--- src/rtl/mem_access.sv ---
// mem_access: MEM-stage load/store unit with a one-outstanding-request data memory handshake.
module mem_access (
  input  logic        clk,
  input  logic        rst_n,
  input  logic        valid_M,
  input  logic [3:0]  mem_op_M,
  input  logic [31:0] alu_result_M,
  input  logic [31:0] write_data_M,
  input  logic        overflow_M,
  input  logic [31:0] PC_M,
  output logic        dmem_req,
  output logic        dmem_we,
  output logic [31:0] dmem_addr,
  output logic [31:0] dmem_wdata,
  output logic [3:0]  dmem_be,
  input  logic        dmem_ack,
  input  logic [31:0] dmem_rdata,
  output logic [31:0] read_data_W,
  output logic        rd_valid_W,
  output logic        stall,
  output logic        exc_ov,
  output logic        exc_adel,
  output logic        exc_ades,
  output logic [31:0] exc_pc
);
  typedef enum logic {IDLE, BUSY} state_t;
  state_t r_state, w_next;
  logic w_load, w_store, w_word, w_half, w_aligned, w_take, w_start, w_exc;
  logic [3:0] w_be, r_op;
  logic [1:0] r_lane;
  logic [7:0] w_rbyte;
  logic [15:0] w_rhalf;
  logic [31:0] w_wdata, w_ld;
  always_comb begin
    w_load = mem_op_M >= 4'd1 && mem_op_M <= 4'd5;
    w_store = mem_op_M >= 4'd6 && mem_op_M <= 4'd8;
    w_word = mem_op_M == 4'd1 || mem_op_M == 4'd6;
    w_half = mem_op_M == 4'd2 || mem_op_M == 4'd3 || mem_op_M == 4'd7;
    w_aligned = w_word ? alu_result_M[1:0] == 2'b00 : w_half ? !alu_result_M[0] : 1'b1;
    w_take = r_state == IDLE && valid_M;
    w_start = w_take && (w_load || w_store) && !overflow_M && w_aligned;
    w_exc = w_take && (overflow_M || ((w_load || w_store) && !w_aligned));
    w_next = r_state == IDLE ? (w_start ? BUSY : IDLE) : (dmem_ack ? IDLE : BUSY);
    stall = rst_n && (r_state == IDLE ? w_start : !dmem_ack);
    w_be = w_word ? 4'b1111 : w_half ? (alu_result_M[1] ? 4'b1100 : 4'b0011) : 4'b0001 << alu_result_M[1:0];
    w_wdata = mem_op_M == 4'd8 ? {4{write_data_M[7:0]}} :
              mem_op_M == 4'd7 ? {2{write_data_M[15:0]}} : write_data_M;
    w_rbyte = dmem_rdata[{r_lane, 3'b000} +: 8];
    w_rhalf = r_lane[1] ? dmem_rdata[31:16] : dmem_rdata[15:0];
    w_ld = r_op == 4'd2 ? {{16{w_rhalf[15]}}, w_rhalf} :
           r_op == 4'd3 ? {16'h0, w_rhalf} :
           r_op == 4'd4 ? {{24{w_rbyte[7]}}, w_rbyte} :
           r_op == 4'd5 ? {24'h0, w_rbyte} : dmem_rdata;
  end
  always_ff @(posedge clk) r_state <= !rst_n ? IDLE : w_next;
  // Request fields hold after ack; only dmem_req drops, so the bus sees a clean single-cycle release.
  always_ff @(posedge clk) begin
    if (!rst_n) begin
      dmem_req <= 1'b0;
      dmem_we <= 1'b0;
      dmem_addr <= 32'h0;
      dmem_wdata <= 32'h0;
      dmem_be <= 4'h0;
      read_data_W <= 32'h0;
      rd_valid_W <= 1'b0;
      exc_ov <= 1'b0;
      exc_adel <= 1'b0;
      exc_ades <= 1'b0;
      exc_pc <= 32'h0;
      r_op <= 4'h0;
      r_lane <= 2'b00;
    end else begin
      rd_valid_W <= 1'b0;
      exc_ov <= w_take && overflow_M;
      exc_adel <= w_take && !overflow_M && w_load && !w_aligned;
      exc_ades <= w_take && !overflow_M && w_store && !w_aligned;
      if (w_exc) exc_pc <= PC_M;
      if (w_start) begin
        dmem_req <= 1'b1;
        dmem_we <= w_store;
        dmem_addr <= {alu_result_M[31:2], 2'b00};
        dmem_wdata <= w_wdata;
        dmem_be <= w_be;
        r_op <= mem_op_M;
        r_lane <= alu_result_M[1:0];
      end else if (r_state == BUSY && dmem_ack) begin
        dmem_req <= 1'b0;
        if (r_op <= 4'd5) begin
          read_data_W <= w_ld;
          rd_valid_W <= 1'b1;
        end
      end
    end
  end
endmodule

--- config.mk ---
export PLATFORM = sky130hd
export DESIGN_NAME = mem_access
export DESIGN_NICKNAME = d
export VERILOG_FILES = /design/src/rtl/mem_access.sv
export SDC_FILE = /design/constraint.sdc
export NUM_CORES = 1
export LEC_CHECK = 0
export CAP_MARGIN = 10
export CELL_PAD_IN_SITES_DETAIL_PLACEMENT = 1
export CELL_PAD_IN_SITES_GLOBAL_PLACEMENT = 1
export CORE_UTILIZATION = 30
export DETAILED_ROUTE_END_ITERATION = 10
export HOLD_SLACK_MARGIN = 0.15
export PLACE_DENSITY = 0.92
export SYNTH_ARGS = -nofsm -noshare
export SYNTH_HDL_FRONTEND = slang
export SYNTH_SLANG_ARGS = --single-unit
--- constraint.sdc ---
create_clock -name clk -period 2.75 [get_ports clk]
set_input_delay 0.55 -clock clk [delete_from_list [all_inputs] [get_ports clk]]
set_output_delay 0.55 -clock clk [all_outputs]
set_load 0.005 [all_outputs]
==> run metrics <==
peak supply drop=0.421 mV; total power=0.00548 W; Syn. warnings=0; post-route minimum period=2570 ps; pre-CTS WS=-382 ps; dominant synthesized flop cell=dfxtp_1; met2 Usage GRT=36.5%; Hold Path Class=reg -> reg; static leakage=3.86 nW; fmax=389 MHz; GPL Wtd Cong=0.803; DIE WIDTH=146 µm; Wirelength per Cell=17.7 µm; # fillers=2,370; Reg clk slew, reported paths=60 ps; Crit path largest cell delay=390 ps; Crit path top cell by count=dlygate4sd2_1; gr ovfl total=0; Area contributors post-synth=dfxtp_1 (46%), nand2_1 (9.5%), mux2i_1 (7.7%); Post-DRT Antenna Nets=0; largest area contributor in the synthesized netlist=dfxtp_1; cells after synthesis=738; share of cells above drive strength 1=7.56%; GRT Overall Usage=21.1%; Worst-Skew Late Latency=430 ps; Pwr Density=555 nW/µm²; Worst Clk Skew=9.64 ps; area grow syn2layout=58.8%; Vias=6,465; GRT met3 Usage=6.69%; vias per inst=5.06; Synth cell types=47; share of the synthesized area in the top cell type=46.0%; Slew HR=51.3%; # rows=52; clock sink count=143; I/O Buffers=273; grt met1 use=24.4%; first-pass GRT wire length=35,500 µm; mean post-synth cell area=8.44 µm²; top-count cell post-synth=nand2_1; Crit. End Element=primary output; cell area after layout=9890 µm²; top post-synthesis cells by count=nand2_1 (158), dfxtp_1 (143), o21ai_0 (87); Max Buffers Root-to-Sink=2; CP max-delay cell=dlygate4sd2_1; Final period util=93.4%; H-tree depth=4; area of the mapped netlist=6230 µm²; CP cell instances=dlygate4sd2_1 > and3b_1 > a21oi_2 > o2111a_4 > o21a_1 > dlygate4sd2_1; TritonCTS clock tree=yes; setup ws final=180 ps; CP Max Fanout=8; max_cap viols=0; Post-synth EDFFs=0; arrival time worst endpoint=2020 ps; # nets final=1,129; CTS root buf=clkbuf_16; postcts setup bufs=0; antenna violations before repair=3; number of global-route vias before repair=6,627; initial core utilization=30.7%; Hold Violations, Final=0; drt first pass iters=4; IO Count=276; Crit Path Category=in -> out; gr busiest metal=met2; DR iter-0 viols=231; register area share after synthesis=46.0%; # DRC=0; Critical Path RT=2200 ps; RSZ-0062 raised after global routing=no; endpoints failing setup=0; final slew viol count=0; Die Y=146 µm; Seq cells post-synth=143; Final HPWL DP=16,000 µm; Worst-Margin Slew=731 ps; Die ar.=21,300 µm²; CTS buffer count=17; CTS Hold Buffers Added=0; core area=20,300 µm²; Area after DPL=9250 µm²; final WL=22,600 µm; largest net degree at the start of global routing=133; asr flop ratio synth=0%; status=finished clean; startpoint type of the worst setup path=primary input
## per-stage QoR
stage	TNS, ps	instances	hold slack (ps)	utilization (%)
after floorplan	0	739	445	-
after global placement	-1950	1243	437	45.6
after detailed placement	-10940	1243	446	45.6
after CTS	0	1275	456	48.7
after global routing	0	1276	471	48.7
final	0	1277	449	48.7
## placed cells by master, fill, tap and decap left out, types with 3 or more instances in the layout
cell	count
inv_1	3
dfxtp_1	143
o2111ai_1	9
inv_6	3
clkdlybuf4s50_1	266
nor2_1	21
nand2_1	158
o21a_1	3
a221oi_1	6
clkbuf_16	17
mux2i_1	48
bufinv_16	3
nand2b_1	7
nor2b_1	5
buf_12	5
o21ai_1	4
dlygate4sd2_1	6
clkinv_4	4
o211a_1	17
a31oi_1	9
o221a_2	4
o21ai_0	86
nand3_1	78
buf_4	26
a32o_1	7
a21oi_1	27
## flip-flops by register name (all words and copies together), names as in the netlist, 2 cells and up
register and flops:
dmem_addr 30, r_lane 2, read_data_W 32, exc_pc 32, dmem_wdata 32, r_op 4
dmem_be 4
## layer usage
layer,vias to the layer above,routed length [µm]
met1,3078,9480
met3,37,1670
met4,2,501
met5,-,13
li1,3102,-
met2,246,10900
## layout make-up
cell class | count | area [µm²] | share of cell area (%)
antenna | 2 | 5.00 | 0.0506
clock buffer | 19 | 443 | 4.48
clock inverter | 13 | 179 | 1.81
inverter | 3 | 11.3 | 0.114
multi-input combinational | 523 | 3030 | 30.6
sequential | 143 | 2860 | 29.0
tap | 270 | 338 | 3.42
timing repair buffer | 304 | 3020 | 30.6
## final timing paths
path / slack, ps / startpoint / depth (start not counted) / endpoint
worst max register to register: 780 / r_state$_SDFF_PN0_ / 7 / dmem_wdata[30]$_SDFFE_PN0P_
worst max-delay path: 180 / mem_op_M[1] / 6 / stall
worst min-delay path: 450 / dmem_addr[10]$_SDFFE_PN0P_ / 2 / dmem_addr[10]$_SDFFE_PN0P_
worst min register to register: 450 / dmem_addr[10]$_SDFFE_PN0P_ / 2 / dmem_addr[10]$_SDFFE_PN0P_
## cell families after synthesis
kind of cell | count (synthesis) | share of synthesized area, %
and+or+nand+nor | 287 | 20.7
buffers and inverters | 73 | 6.11
xor gates and xnor gates | 2 | 0.281
DFF | 143 | 46.0
other | 1 | 0.0602
muxes | 49 | 8.08
AOI/OAI and AO/OA | 183 | 18.8
## worst max-delay path, delay by kind of cell
kind                   cells  cell delay [ps]
AND/OR/NAND/NOR            1              260
buffers and inverters      2              670
AO/OA/AOI/OAI              3              530
## power by group
part           total, W  internal, W  leakage (nW)  switching [W]
clock           0.00247      0.00148         0.306       0.000988
sequential      0.00222      0.00216          1.16      0.0000546
combinational  0.000799     0.000453          2.39       0.000346
## repair_timing
action | CTS | global route
gates resized for setup | 11 | 0
endpoints found under the hold margin | 0 | 0
endpoints found under the setup margin | 1 | 0
No activity file was read; power rests on OpenSTA's default activity.
